===== config.mk =====
export PLATFORM = sky130hd
export DESIGN_NAME = id_ex_operand_stage
export DESIGN_NICKNAME = d
export VERILOG_FILES = /design/src/rtl/id_ex_operand_stage.sv
export SDC_FILE = /design/constraint.sdc
export NUM_CORES = 1
export LEC_CHECK = 0
export CAP_MARGIN = 20
export CORE_MARGIN = 5
export CORE_UTILIZATION = 50
export DETAILED_ROUTE_END_ITERATION = 10
export PLACE_DENSITY = 0.87
export SYNTH_ARGS = -nofsm -noshare
export SYNTH_HDL_FRONTEND = slang
export SYNTH_SLANG_ARGS = --single-unit

===== constraint.sdc =====
create_clock -name clk -period 7.3 [get_ports clk]
set_clock_uncertainty 0.2 [all_clocks]
set_input_delay 1.46 -clock clk [delete_from_list [all_inputs] [get_ports clk]]
set_output_delay 1.46 -clock clk [all_outputs]
set_load 0.05 [all_outputs]

===== src/rtl/id_ex_operand_stage.sv =====
// ID/EX pipeline register with operand forwarding from EX/MEM and MEM/WB.
// The captured instruction fields are registered. Operands are resolved
// combinationally from those registered fields and the current bypass buses.
module id_ex_operand_stage #(
    parameter int unsigned DATA_WIDTH     = 32,
    parameter int unsigned OPCODE_LENGTH  = 4,
    parameter int unsigned REG_ADDR_WIDTH = 5
) (
    input  logic                      clk,
    input  logic                      reset,
    input  logic                      stall,
    input  logic                      flush,
    input  logic                      id_valid,
    input  logic [DATA_WIDTH-1:0]     id_rs1_data,
    input  logic [DATA_WIDTH-1:0]     id_rs2_data,
    input  logic [DATA_WIDTH-1:0]     id_imm,
    input  logic [DATA_WIDTH-1:0]     id_pc,
    input  logic [REG_ADDR_WIDTH-1:0] id_rs1_addr,
    input  logic [REG_ADDR_WIDTH-1:0] id_rs2_addr,
    input  logic [REG_ADDR_WIDTH-1:0] id_rd_addr,
    input  logic                      id_alu_src_imm,
    input  logic                      id_alu_src_pc,
    input  logic [OPCODE_LENGTH-1:0]  id_alu_ctrl,
    input  logic                      id_reg_write,
    input  logic                      exmem_reg_write,
    input  logic [REG_ADDR_WIDTH-1:0] exmem_rd,
    input  logic [DATA_WIDTH-1:0]     exmem_result,
    input  logic                      memwb_reg_write,
    input  logic [REG_ADDR_WIDTH-1:0] memwb_rd,
    input  logic [DATA_WIDTH-1:0]     memwb_result,
    output logic [DATA_WIDTH-1:0]     operand_a,
    output logic [DATA_WIDTH-1:0]     operand_b,
    output logic [OPCODE_LENGTH-1:0]  alu_ctrl,
    output logic                      ex_valid,
    output logic [REG_ADDR_WIDTH-1:0] ex_rd_addr,
    output logic                      ex_reg_write,
    output logic [DATA_WIDTH-1:0]     ex_store_data
);

    localparam logic [REG_ADDR_WIDTH-1:0] REG_ZERO = REG_ADDR_WIDTH'(0);

    logic                      valid_q,       valid_d;
    logic [DATA_WIDTH-1:0]     rs1_data_q,    rs1_data_d;
    logic [DATA_WIDTH-1:0]     rs2_data_q,    rs2_data_d;
    logic [DATA_WIDTH-1:0]     imm_q,         imm_d;
    logic [DATA_WIDTH-1:0]     pc_q,          pc_d;
    logic [REG_ADDR_WIDTH-1:0] rs1_addr_q,    rs1_addr_d;
    logic [REG_ADDR_WIDTH-1:0] rs2_addr_q,    rs2_addr_d;
    logic [REG_ADDR_WIDTH-1:0] rd_addr_q,     rd_addr_d;
    logic                      alu_src_imm_q, alu_src_imm_d;
    logic                      alu_src_pc_q,  alu_src_pc_d;
    logic [OPCODE_LENGTH-1:0]  alu_ctrl_q,    alu_ctrl_d;
    logic                      reg_write_q,   reg_write_d;

    logic                  memwb_live;
    logic                  exmem_live;
    logic [DATA_WIDTH-1:0] fwd1;
    logic [DATA_WIDTH-1:0] fwd2;

    // A bypass source is meaningful only when it writes a nonzero register
    assign memwb_live = memwb_reg_write && (memwb_rd != REG_ZERO);
    assign exmem_live = exmem_reg_write && (exmem_rd != REG_ZERO);

    // Next-state selection: flush > stall > load (reset handled in the register)
    always_comb begin
        valid_d       = valid_q;
        rs1_data_d    = rs1_data_q;
        rs2_data_d    = rs2_data_q;
        imm_d         = imm_q;
        pc_d          = pc_q;
        rs1_addr_d    = rs1_addr_q;
        rs2_addr_d    = rs2_addr_q;
        rd_addr_d     = rd_addr_q;
        alu_src_imm_d = alu_src_imm_q;
        alu_src_pc_d  = alu_src_pc_q;
        alu_ctrl_d    = alu_ctrl_q;
        reg_write_d   = reg_write_q;

        if (flush) begin
            // Bubble: only the fields that make it architecturally inert
            valid_d     = 1'b0;
            reg_write_d = 1'b0;
            alu_ctrl_d  = '0;
        end else if (stall) begin
            // A producer retiring while we wait would otherwise be lost
            if (memwb_live && (memwb_rd == rs1_addr_q)) rs1_data_d = memwb_result;
            if (memwb_live && (memwb_rd == rs2_addr_q)) rs2_data_d = memwb_result;
        end else begin
            valid_d       = id_valid;
            rs1_data_d    = (memwb_live && (memwb_rd == id_rs1_addr)) ? memwb_result : id_rs1_data;
            rs2_data_d    = (memwb_live && (memwb_rd == id_rs2_addr)) ? memwb_result : id_rs2_data;
            imm_d         = id_imm;
            pc_d          = id_pc;
            rs1_addr_d    = id_rs1_addr;
            rs2_addr_d    = id_rs2_addr;
            rd_addr_d     = id_rd_addr;
            alu_src_imm_d = id_alu_src_imm;
            alu_src_pc_d  = id_alu_src_pc;
            alu_ctrl_d    = id_alu_ctrl;
            reg_write_d   = id_reg_write && id_valid;
        end
    end

    // Pipeline register with synchronous reset
    always_ff @(posedge clk) begin
        if (reset) begin
            valid_q       <= 1'b0;
            rs1_data_q    <= '0;
            rs2_data_q    <= '0;
            imm_q         <= '0;
            pc_q          <= '0;
            rs1_addr_q    <= '0;
            rs2_addr_q    <= '0;
            rd_addr_q     <= '0;
            alu_src_imm_q <= 1'b0;
            alu_src_pc_q  <= 1'b0;
            alu_ctrl_q    <= '0;
            reg_write_q   <= 1'b0;
        end else begin
            valid_q       <= valid_d;
            rs1_data_q    <= rs1_data_d;
            rs2_data_q    <= rs2_data_d;
            imm_q         <= imm_d;
            pc_q          <= pc_d;
            rs1_addr_q    <= rs1_addr_d;
            rs2_addr_q    <= rs2_addr_d;
            rd_addr_q     <= rd_addr_d;
            alu_src_imm_q <= alu_src_imm_d;
            alu_src_pc_q  <= alu_src_pc_d;
            alu_ctrl_q    <= alu_ctrl_d;
            reg_write_q   <= reg_write_d;
        end
    end

    // Forwarding mux: youngest producer (EX/MEM) wins, x0 is never bypassed
    always_comb begin
        fwd1 = rs1_data_q;
        fwd2 = rs2_data_q;
        if (exmem_live && (exmem_rd == rs1_addr_q))      fwd1 = exmem_result;
        else if (memwb_live && (memwb_rd == rs1_addr_q)) fwd1 = memwb_result;
        if (exmem_live && (exmem_rd == rs2_addr_q))      fwd2 = exmem_result;
        else if (memwb_live && (memwb_rd == rs2_addr_q)) fwd2 = memwb_result;
    end

    // ALU-facing outputs; data buses are zeroed for a bubble
    always_comb begin
        operand_a     = '0;
        operand_b     = '0;
        ex_store_data = '0;
        if (valid_q) begin
            operand_a     = alu_src_pc_q  ? pc_q  : fwd1;
            operand_b     = alu_src_imm_q ? imm_q : fwd2;
            ex_store_data = fwd2;
        end
    end

    assign alu_ctrl     = alu_ctrl_q;
    assign ex_valid     = valid_q;
    assign ex_rd_addr   = rd_addr_q;
    assign ex_reg_write = reg_write_q && valid_q;

endmodule


Word-level counts from Yosys, hierarchy flattened
Cells that the tools add are included.
W data, S select, Z words.
{ "word_totals": {"register_bits": 151, "in_bits": 231, "output_inout_bits": 107, "word_cells": 47} }
{ "op_classes": {"n_eq_ne": 6, "n_mux": 13, "n_bitwise": 2, "reduce_logical": 14} }
{ "ops": {"columns": ["operator", "n"], "rows": [
  ["$mux W32", 13],
  ["$eq A5 B5 Y1", 6],
  ["$logic_and A1 B1 Y1", 10],
  ["$reduce_bool A5 Y1", 2],
  ["$not A1 Y1", 2],
  ["$reduce_and A2 Y1", 1],
  ["$reduce_or A2 Y1", 1]
]} }

Longest topological paths before layout
Gate-level depths: netlist of run 1.
{ "logic_depth": {"depth_word": 7, "mapped_depth": 8, "depth_no_buf": 5} }

Worst setup path before layout of run 1
Ideal clock, no wire load.
{ "synth_timing": {"kind": "in2out", "start": "input memwb_rd[0]", "end": "output operand_b[21]", "arrival_time_ns": 4.065, "required_ns": 5.640, "setup_slack_ns": 1.575, "stages": 8, "n_path_buf": 3, "cell_sequence": "buf_2 or4_4 o211a_1 clkbuf_1 buf_2 a21oi_1 a21oi_1 o21ai_0"} }
{ "synth_via": {"elab_chain_cells": 7, "word_cells_on_any_way": 8, "cone_classes": "eq/ne: 1; mux: 4; reduce/logical: 3"} }
{ "synth_lines": {"columns": ["element", "line", "source"], "rows": [
  ["from (decl)", "29", "input logic [REG_ADDR_WIDTH-1:0] memwb_rd,"],
  ["$reduce_bool A5 Y1", "61", "assign memwb_live = memwb_reg_write && (memwb_rd != REG_ZERO);"],
  ["$logic_and A1 B1 Y1", "61", null],
  ["$logic_and A1 B1 Y1 (*)", "142", "else if (memwb_live && (memwb_rd == rs2_addr_q)) fwd2 = memwb_result;"],
  ["$mux W32 (*)", null, null],
  ["$mux W32 (*)", "141", "if (exmem_live && (exmem_rd == rs2_addr_q)) fwd2 = exmem_result;"],
  ["$mux W32 (*)", "152", "operand_b = alu_src_imm_q ? imm_q : fwd2;"],
  ["$mux W32 (*)", "150", "if (valid_q) begin"],
  ["to (decl)", "32", "output logic [DATA_WIDTH-1:0] operand_b,"]
]} }
Every way passes the cells marked *; elsewhere a longest branch is shown, timed or not.

Worst setup path after layout of run 1
{ "layout_timing": {"start": "input exmem_rd[4]", "end": "output operand_a[25]"} }
{ "layout_via": {"elab_chain_cells": 6, "word_cells_on_any_way": 7, "cone_classes": "eq/ne: 1; mux: 3; reduce/logical: 3"} }
{ "layout_lines": {"columns": ["element", "line", "source"], "rows": [
  ["from (decl)", "26", "input logic [REG_ADDR_WIDTH-1:0] exmem_rd,"],
  ["$reduce_bool A5 Y1", "62", "assign exmem_live = exmem_reg_write && (exmem_rd != REG_ZERO);"],
  ["$logic_and A1 B1 Y1", "62", null],
  ["$logic_and A1 B1 Y1 (*)", "139", "if (exmem_live && (exmem_rd == rs1_addr_q)) fwd1 = exmem_result;"],
  ["$mux W32 (*)", "139", null],
  ["$mux W32 (*)", "151", "operand_a = alu_src_pc_q ? pc_q : fwd1;"],
  ["$mux W32 (*)", "150", null],
  ["to (decl)", "31", "output logic [DATA_WIDTH-1:0] operand_a,"]
]} }
Marks and branches as above.

==> results by group, run 1 <==
Placement
  – GPL Wtd Cong: 0.873
  – PortBufs: 337
  – Placed Instance Area: about 0.013 mm²
  – Dpl ws: about 1 ns
  – Detailed placement HPWL: between 20000 and 30000 µm

Drt
  – WL/cell: 21.2 µm
  – DR DRC count: 0
  – Initial detailed-routing violation count: roughly 950
  – Post-DRT Antenna Nets: 0
  – Vias: ~11000
  – Drt first pass iters: 7
  – Total Wirelength: between 30000 and 40000 µm
  – Via/cell ratio: just over 6

STA
  – Final Slew Violations: 0
  – Final worst slack: roughly 0.88 ns
  – Worst-margin pin slew: approximately 1.2 ns
  – Final hold viol count: 0
  – Worst relative slew slack: 0.232
  – Final min period: about 6.4 ns
  – Setup violators final: 0
  – Fmax: 156 MHz
  – RSZ-0062 raised after global routing: no
  – TNS Setup: 0 ns
  – Final period util: 0.879

Logic synthesis
  – Area of the mapped netlist: 0.00969 mm²
  – Post-Synthesis Cells: 1297
  – Post-Syn Nets: roughly 1500
  – Primary FF master, synth: dfxtp_1
  – Yosys reg bits: roughly 150
  – Top cells by area, synth: dfxtp_1 (31%), a21oi_1 (8.8%), nand2_1 (7.6%), mux2i_1 (6.9%), mux2_2 (5.6%)
  – Post-synth top area share: 0.312
  – Most frequent cell after synthesis: nand2_1
  – Sequential share of the synthesized area: 0.312
  – Ys Warns: 0
  – Commonest cells post-synth: nand2_1 (196), a21oi_1 (171), dfxtp_1 (151)
  – Largest area contributor in the netlist: dfxtp_1
  – Mapped Avg Cell Area: 7.47 µm²
  – Ys async rst share: 0
  – Post-synth EDFFs: 0
  – Unique masters post-synth: 45

Finish
  – Multi-input gate area: between 0.005 and 0.006 mm²
  – # diodes: 0
  – Post-Route Utilization: 0.730
  – Nets: ~1800
  – Register area: roughly 0.003 mm²
  – Area Overhead vs Synth: 45.1%
  – Fillers: about 1500
  – Final Cell Area: approximately 0.014 mm²
  – Fraction of layout cells with a size suffix above 1: 0.119

Critical path
  – Crit-path slowest cell: clkdlybuf4s50_1
  – Max stage delay on crit path: 0.86 ns
  – Reg2reg path depth: 7
  – Critical Path RT: 5.64 ns
  – Critical Path Start: exmem_rd[4]
  – Critical Path Most Common Cell: clkdlybuf4s50_1
  – Worst path bufs/invs: 3
  – Crit path kind: input port to primary output
  – Crit path launch type: input port
  – CP top delay family: buffers and inverters
  – Crit path max fanout: 18
  – Worst r2r src: rs2_addr_q[2]
  – Crit path capture type: primary output
  – Crit path cell chain: clkdlybuf4s50_1, or4_1, o21ai_0, nor4_1, nand2_1, buf_12, o221ai_1, clkdlybuf4s50_1
  – Worst EP arrival: roughly 4.8 ns
  – WP depth: 8

Pwr
  – Seq pwr share: 0.386
  – Clock power share: 0.411
  – Total power: roughly 0.0023 W
  – Logic pwr share: 0.203
  – NetSw: roughly 0.00065 W
  – Leakage: ~5.0 nW
  – Worst IR Drop VDD: 0.000166 V
  – Int Power: 0.00167 W
  – Pwr/cell area: about 170 mW/mm²
  – Sw Share: 0.281

Clock network
  – Worst-Skew Late Latency: between 0.4 and 0.5 ns
  – Clk buf depth: 2
  – CTS sink count: approximately 150
  – Cts bufs inserted: 17
  – CTS tree: built
  – CTS clk-pin slew, worst paths: roughly 0.07 ns
  – CTS root buffer: clkbuf_16
  – H-tree levels: 4
  – Cts hold-fix bufs: 0
  – Post-CTS Setup Bufs: 0
  – Post_cts resized: 0

Global routing
  – Global-route wire length before repair: 58800 µm
  – Largest net degree at the start of global routing: 98
  – Initial antenna violation count: 0
  – Vias in the first global route: 11100
  – GRT Total Usage: 0.331
  – Congestion Overflow GR: 0

Die
  – Num rows: 51
  – CORE AREA: 0.0193 mm²
  – I/O pin count: around 340
  – Die height: approximately 150 µm
  – Die area: about 0.022 mm²
  – Die X: 149 µm
  – Starting density of the core: 0.503

Run status
  – Status: completed

Flow run
  – Max_cap viols: 0

Worst hold path
  – HP Class: flip-flop to flip-flop
  – Worst Min Path Start: ex_rd_addr[4]
  – Hold depth: 2
==> per-layer routing <==
| layer | wire (µm) | track usage | vias to the layer above |
|---|---|---|---|
| li1 | - | - | 5092 |
| met2 | 18900 | 0.568 | 658 |
| met1 | 14500 | 0.390 | 5357 |
| met3 | 3730 | 0.0738 | 110 |
| met5 | 0 | 0 | - |
| met4 | 1580 | 0.161 | 0 |
==> through the flow <==
| stage | hold WS, ns | cells |
|---|---|---|
| after CTS | 0.256 | 1820 |
| after global placement | 0.241 | 1787 |
| after detailed placement | 0.247 | 1789 |
| after floorplan | 0.236 | 1297 |
| after global routing | 0.271 | 1820 |
| final | 0.256 | 1820 |
==> kinds of logic after synthesis <==
family          Yosys count  share of synthesized area
compound gates          448                      0.298
buf+inv                 206                     0.0847
flops                   151                      0.312
mux                     118                      0.128
simple gates            344                      0.150
xor+xnor                 30                     0.0271
==> worst paths after layout <==
kind / endpoint / slack [ns]
setup reg to reg: rs2_data_q[9] / 4.34
setup / recovery: operand_a[25] / 0.88
hold / removal: ex_rd_addr[4] / 0.26
hold reg to reg: ex_rd_addr[4] / 0.26
==> cell usage in the layout, fill, tap and decap left out, drive strengths merged, types with 2 or more instances in the layout <==
cell / instances
clkbuf: 18
o22ai: 28
clkdlybuf4s50: 270
nor3b: 11
a221o: 9
xor2: 12
or4: 2
a21o: 47
xnor2: 18
or2: 7
a2111oi: 4
a21oi: 171
nand2b: 2
and2: 4
nand3: 11
nand2: 196
o221ai: 32
nor2: 95
o211ai: 5
clkinvlp: 2
dfxtp: 151
a221oi: 19
inv: 83
nor2b: 8
a211oi: 28
buf: 84
nor4: 5
mux2i: 67
bufinv: 4
a32oi: 31
o21ai: 69
clkinv: 3
mux2: 51
==> sequential cells by signal, indices dropped and copies added, names as in the netlist <==
register       flops
rs1_data_q        32
alu_ctrl           4
ex_valid           1
alu_src_pc_q       1
ex_rd_addr         5
rs2_addr_q         5
rs2_data_q        32
reg_write_q        1
imm_q             32
rs1_addr_q         5
alu_src_imm_q      1
pc_q              32
==> power by group through the flow <==
stage | logic, W | registers, W | clock network [W]
2_1_floorplan | 0.000231 | 0.000911 | 0
3_3_place_gp | 0.000447 | 0.000911 | 0
3_5_place_dp | 0.000462 | 0.000913 | 0
4_1_cts | 0.000467 | 0.000895 | 0.000961
5_1_grt | 0.000504 | 0.000900 | 0.000994
6_report | 0.000472 | 0.000896 | 0.000956
==> cell type report <==
type,count,area share
clock buffers,18,0.0305
clock inverters,13,0.0139
inverters,79,0.0211
multi-input cells,940,0.421
flip-flops and latches,151,0.215
well taps,265,0.0236
repair buffers,354,0.275
==> worst reg2reg max path, delay by kind of cell, from the launching register on <==
kind	cells	cell delay (ns)
flip-flops	1	0.41
buffers and inverters	2	0.71
AND/OR/NAND/NOR	1	0.80
AO/OA/AOI/OAI	3	0.58
XOR/XNOR	1	0.16
(Power assumes the default switching activity.)
==> run 2, diff against run 1 <==
==> constraint.sdc (replaced) <==
create_clock -name clk -period 7.7 [get_ports clk]
set_clock_uncertainty 0.2 [all_clocks]
set_input_delay 1.54 -clock clk [delete_from_list [all_inputs] [get_ports clk]]
set_output_delay 1.54 -clock clk [all_outputs]
set_load 0.05 [all_outputs]
==> run 2 against run 1 <==
- count of clock-buffer cells in the layout unchanged
- register-to-register slack better by 0.73 ns
- utilization down 2.0 points
- sequential power down 5.1%
- setup slack better by 0.16 ns
- critical path type unchanged
- power down 2.7%
- wire length down 2.4%
- highest routed layer unchanged
- critical path depth unchanged
- die area unchanged
==> results by group, run 2 (same netlist as run 1, synthesis figures left out) <==
Global routing
  – Initial antenna violation count: 1 (+1)
  – Global-route wire length before repair: 57500 µm (-2.2%)
  – Vias in the first global route: 10800 (-2.7%)
  – Congestion Overflow GR: 0 (unchanged)
  – GRT Total Usage: 0.321 (-0.00929)
  – Largest net degree at the start of global routing: 82 (-16%)

Critical path
  – Worst EP arrival: 4.91 ns (+0.15 ns)
  – Crit-path slowest cell: clkdlybuf4s50_1
  – Critical Path RT: 5.96 ns (+0.32 ns)
  – Critical Path Most Common Cell: clkdlybuf4s50_1
  – Worst path bufs/invs: 3 (unchanged)
  – Crit path cell chain: clkdlybuf4s50_1, xor2_1, nor4_2, and2_2, buf_12, mux2i_1, a21oi_1, clkdlybuf4s50_1
  – CP top delay family: buffers and inverters
  – Crit path max fanout: 27 (+9)
  – Crit path capture type: primary output
  – Crit path launch type: input port
  – Crit path kind: input port to primary output
  – Max stage delay on crit path: 0.86 ns (about the same)

Drt
  – Initial detailed-routing violation count: 977 (+3.3%)
  – WL/cell: 20.7 µm (-2.5%)
  – Post-DRT Antenna Nets: 0 (unchanged)
  – Via/cell ratio: 6.02 (-2.3%)
  – Drt first pass iters: 5 (-2)
  – Total Wirelength: 37700 µm (-2.4%)
  – Vias: 11000 (-2.3%)
  – DR DRC count: 0 (unchanged)

Clock network
  – CTS sink count: 151 (unchanged)
  – Post_cts resized: 0 (unchanged)
  – CTS tree: built
  – Clk buf depth: 2 (unchanged)
  – CTS clk-pin slew, worst paths: 0.07 ns (about the same)
  – Cts hold-fix bufs: 0 (unchanged)
  – H-tree levels: 4 (unchanged)
  – Worst-Skew Late Latency: 0.43 ns (about the same)
  – CTS root buffer: clkbuf_16
  – Post-CTS Setup Bufs: 0 (unchanged)
  – Cts bufs inserted: 17 (unchanged)

STA
  – Setup violators final: 0 (unchanged)
  – Worst relative slew slack: 0.328 (+0.0953)
  – Final hold viol count: 0 (unchanged)
  – RSZ-0062 raised after global routing: no
  – TNS Setup: 0 ns (unchanged)
  – Final min period: about 6.7 ns
  – Worst-margin pin slew: 1.01 ns (-0.145 ns)
  – Final Slew Violations: 0 (unchanged)
  – Fmax: 150 MHz
  – Final period util: 0.864

Finish
  – Most common cell after layout, fill and taps aside: clkdlybuf4s50_1
  – Fraction of layout cells with a size suffix above 1: 0.102 (-0.0174)
  – Most frequent cells in the layout: clkdlybuf4s50_1 (297), nand2_1 (196), a21oi_1 (171)
  – Nets: 1773 (-0.056%)
  – Final Cell Area: 0.0137 mm² (-2.7%)
  – Post-route insts no fill: 1821 (+0.055%)
  – Area Overhead vs Synth: 41.1%

Die
  – Die height: 149 µm (unchanged)
  – Die area: 0.0223 mm² (unchanged)
  – CORE AREA: 0.0193 mm² (unchanged)
  – Starting density of the core: 0.503 (unchanged)
  – I/O pin count: 338 (unchanged)
  – Num rows: 51 (unchanged)
  – Die X: 149 µm (unchanged)

Placement
  – Placed instance count: 1788 (-0.056%)
  – Placed Instance Area: 0.0130 mm² (-3.2%)
  – GPL Wtd Cong: 0.899 (+3.1%)
  – PortBufs: 337 (unchanged)
  – Detailed placement HPWL: 25200 µm (-3.3%)

Flow run
  – Max_cap viols: 0 (unchanged)

Worst hold path
  – HP Class: flip-flop to flip-flop

Pwr
  – Worst IR Drop VDD: 0.000151 V (-9.5%)
  – Leakage: 4.89 nW (-3.0%)
  – Pwr/cell area: 165 mW/mm² (about the same)

Run status
  – Status: completed
-- run 2: cell count changes in the layout (fill, tap and decap cells not counted), sizes merged --
cell and change:
buf -28, clkdlybuf4s50 +27, bufinv +2, clkinv -2, diode +1, inv +1
-- run 2: through the flow --
step	hold WS (ns)	power, W	setup WS [ns]	util
finish	0.255	0.00226	1.05	0.710
global route	0.276	0.00234	0.965	0.710
CTS	0.255	0.00226	1.11	0.710
floorplan	0.236	0.00108	1.82	-
detailed placement	0.246	0.00130	1.11	0.675
global placement	0.241	0.00129	1.16	0.674
-- run 2: where the power goes --
group          internal (W)  switching, W  leakage (nW)
logic              0.000209      0.000230          3.33
clock network      0.000613      0.000358         0.322
registers          0.000823     0.0000267          1.24
-- run 2: worst reg2reg max path, delay by kind of cell, from the launching register on --
family / cells / cell delay [ns]
compound gates: 2 / 0.52
xor+xnor: 1 / 0.20
buf+inv: 1 / 0.32
flops: 1 / 0.35
simple gates: 2 / 0.94
-- run 2: path summary, 6_finish.rpt --
path                        to  slack (ns)  cells after the start           from
min                   pc_q[14]        0.25                      2       pc_q[14]
max          ex_store_data[27]        1.05                      8    memwb_rd[3]
min reg2reg           pc_q[14]        0.25                      2       pc_q[14]
max reg2reg     rs2_data_q[17]        5.07                      6  rs2_addr_q[3]
-- run 2: cell type report --
type | count | area [µm²]
Antenna cell | 1 | 2.50
Clock buffer | 18 | 429
Clock inverter | 14 | 244
Fill cell | 1565 | 5590
Inverter | 79 | 297
Multi-Input combinational cell | 940 | 5910
Sequential cell | 151 | 3020
Tap cell | 265 | 332
Timing Repair Buffer | 353 | 3440
-- run 2: routing by layer --
| metal | GRT usage | routed length, µm | vias up |
|---|---|---|---|
| met4 | 0.151 | 1590 | 0 |
| met5 | 0 | 0 | - |
| li1 | - | - | 5087 |
| met2 | 0.534 | 17700 | 617 |
| met3 | 0.0766 | 3590 | 99 |
| met1 | 0.393 | 14800 | 5158 |
==> run 3, diff against run 2 <==
--- a/config.mk
+++ b/config.mk
@@ -9,7 +9,8 @@
 export CORE_MARGIN = 5
 export CORE_UTILIZATION = 50
 export DETAILED_ROUTE_END_ITERATION = 10
-export PLACE_DENSITY = 0.87
+export PLACE_DENSITY = 0.89
+export SLEW_MARGIN = 20
 export SYNTH_ARGS = -nofsm -noshare
 export SYNTH_HDL_FRONTEND = slang
 export SYNTH_SLANG_ARGS = --single-unit
==> run 3 against run 2 <==
- clock power decreased by 13%
- hold slack got worse by 0.0013 ns
- global-route usage rose by 0.41 points
- setup slack got worse by 0.058 ns
- final area decreased by 0.15%
- final cell count grew 0.16%
- count of clock-buffer cells in the layout unchanged
- sequential share of layout area is essentially flat
- non-clock buffer count grew 5
- combinational power is essentially flat
- critical path depth did not move
- largest power group is now sequential cells
==> results by group, run 3 (same netlist as run 1, synthesis figures left out) <==
Clock network
  – Cts bufs inserted: 17 (unchanged)
  – Cts hold-fix bufs: 0 (unchanged)
  – Worst-Skew Late Latency: 0.42 ns (about the same)
  – CTS root buffer: clkbuf_16
  – H-tree levels: 4 (unchanged)
  – Clk buf depth: 2 (unchanged)
  – CTS clk-pin slew, worst paths: 0.06 ns (about the same)
  – CTS tree: built
  – CTS sink count: 151 (unchanged)
  – Post_cts resized: 0 (unchanged)
  – Post-CTS Setup Bufs: 0 (unchanged)

Global routing
  – Vias in the first global route: 10800 (-0.019%)
  – Global-route wire length before repair: 57800 µm (+0.54%)
  – Congestion Overflow GR: 0 (unchanged)
  – Initial antenna violation count: 1 (unchanged)
  – GRT Total Usage: 0.326 (+0.00409)
  – Largest net degree at the start of global routing: 81 (-1.2%)

STA
  – Final period util: 0.871 (+0.00750)
  – Final hold viol count: 0 (unchanged)
  – Setup violators final: 0 (unchanged)
  – TNS Setup: 0 ns (unchanged)
  – Final Slew Violations: 0 (unchanged)
  – Fmax: 149 MHz (-0.86%)
  – RSZ-0062 raised after global routing: no
  – Final min period: 6.71 ns (+0.0577 ns)
  – Worst relative slew slack: 0.302 (-0.0253)
  – Worst-margin pin slew: 1.04 ns (+0.0376 ns)
  – Worst hold slack: 0.254 ns (-0.00126 ns)

Critical path
  – Crit-path slowest cell: clkdlybuf4s50_1
  – Crit path max fanout: 27 (unchanged)
  – Critical Path RT: 5.96 ns (about the same)
  – Reg2reg path depth: 6 (unchanged)
  – RR Endpoint: rs2_data_q[14]
  – FF-to-FF setup slack: 5.17 ns (+0.10 ns)
  – Critical Path Start: memwb_rd[3]
  – Crit path cell chain: clkdlybuf4s50_1, xor2_1, nor4_2, and2_2, buf_4, mux2i_1, o21ai_0, clkdlybuf4s50_1
  – Crit path kind: input port to primary output
  – Worst EP arrival: 4.97 ns (+0.06 ns)
  – Critical Path Most Common Cell: clkdlybuf4s50_1
  – Max stage delay on crit path: 0.83 ns (-0.03 ns)
  – Crit path capture type: primary output
  – Crit path launch type: input port
  – Crit path capture: operand_b[30]
  – Worst r2r src: rs2_addr_q[3]

Finish
  – Fillers: 1566 (+0.064%)
  – Most common cell after layout, fill and taps aside: clkdlybuf4s50_1
  – Post-Route Utilization: 0.709 (-0.00104)
  – Area Overhead vs Synth: 40.9%
  – Nets: 1778 (+0.28%)
  – Register area: 0.00302 mm² (about the same)
  – Multi-input gate area: 0.00591 mm² (about the same)
  – Fraction of layout cells with a size suffix above 1: 0.0822 (-0.0195)
  – Most frequent cells in the layout: clkdlybuf4s50_1 (327), nand2_1 (196), a21oi_1 (171)

Drt
  – Vias: 11200 (+1.8%)
  – Initial detailed-routing violation count: 1037 (+6.1%)
  – Via/cell ratio: 6.12 (+1.6%)
  – Total Wirelength: 38300 µm (+1.5%)
  – DR DRC count: 0 (unchanged)
  – Post-DRT Antenna Nets: 0 (unchanged)
  – WL/cell: 21.0 µm (+1.3%)
  – Drt first pass iters: 8 (+3)

Die
  – Die X: 149 µm (unchanged)
  – I/O pin count: 338 (unchanged)
  – Die area: 0.0223 mm² (unchanged)
  – Die height: 149 µm (unchanged)
  – CORE AREA: 0.0193 mm² (unchanged)
  – Num rows: 51 (unchanged)
  – Starting density of the core: 0.503 (unchanged)

Placement
  – PortBufs: 337 (unchanged)
  – Detailed placement HPWL: 26000 µm (+3.2%)
  – GPL Wtd Cong: 0.950 (+5.7%)

Flow run
  – Max_cap viols: 0 (unchanged)

Pwr
  – Worst IR Drop VDD: 0.000148 V (-1.8%)
  – Pwr/cell area: 156 mW/mm² (-5.3%)
  – Leakage: 4.79 nW (-1.9%)

Run status
  – Status: completed

Worst hold path
  – HP Class: flip-flop to flip-flop
-- run 3: final cells by class --
class,instances,share of cell area
diodes,1,0.000183
clock buffers,18,0.0314
clock inverters,12,0.0114
inverters,79,0.0217
multi-input cells,940,0.433
flip-flops and latches,151,0.221
well taps,265,0.0243
repair buffers,358,0.257
-- run 3: critical path, delay by kind of cell --
family | cells | cell delay [ns]
compound gates | 1 | 0.20
xor+xnor | 1 | 0.17
buf+inv | 3 | 1.93
mux | 1 | 0.13
simple gates | 2 | 0.95
-- run 3: worst min path at each step --
stage / startpoint / end / slack (ns) / cells past startpoint
detailed placement: imm_q[13] / imm_q[13] / 0.25 / 2
finish: ex_rd_addr[0] / ex_rd_addr[0] / 0.25 / 2
global placement: pc_q[9] / pc_q[9] / 0.24 / 2
floorplan: imm_q[0] / imm_q[0] / 0.24 / 2
global route: pc_q[19] / pc_q[19] / 0.27 / 2
CTS: imm_q[13] / imm_q[13] / 0.26 / 2
-- run 3: metal layers --
layer,GRT usage,part of all wire,up-vias,wire [µm]
met3,0.0644,0.096,160,3680
met4,0.182,0.054,0,2080
met2,0.530,0.47,681,18000
met1,0.403,0.38,5220,14600
met5,0,0,-,0
li1,-,-,5098,-
-- run 3: report_power, final --
part	switching (W)	internal, W
clock network	0.000341	0.000507
logic	0.000232	0.000209
registers	0.0000252	0.000823
-- run 3: per-stage QoR --
step / worst slack (ns) / cells / total power, W / cell area [µm²]
3_5_place_dp: 1.05 / 1793 / 0.00130 / 13100
4_1_cts: 1.03 / 1823 / 0.00214 / 13700
5_1_grt: 0.842 / 1824 / 0.00221 / 13700
6_report: 0.990 / 1824 / 0.00214 / 13700
2_1_floorplan: 1.82 / 1297 / 0.00108 / 9690
3_3_place_gp: 1.13 / 1793 / 0.00129 / 13100
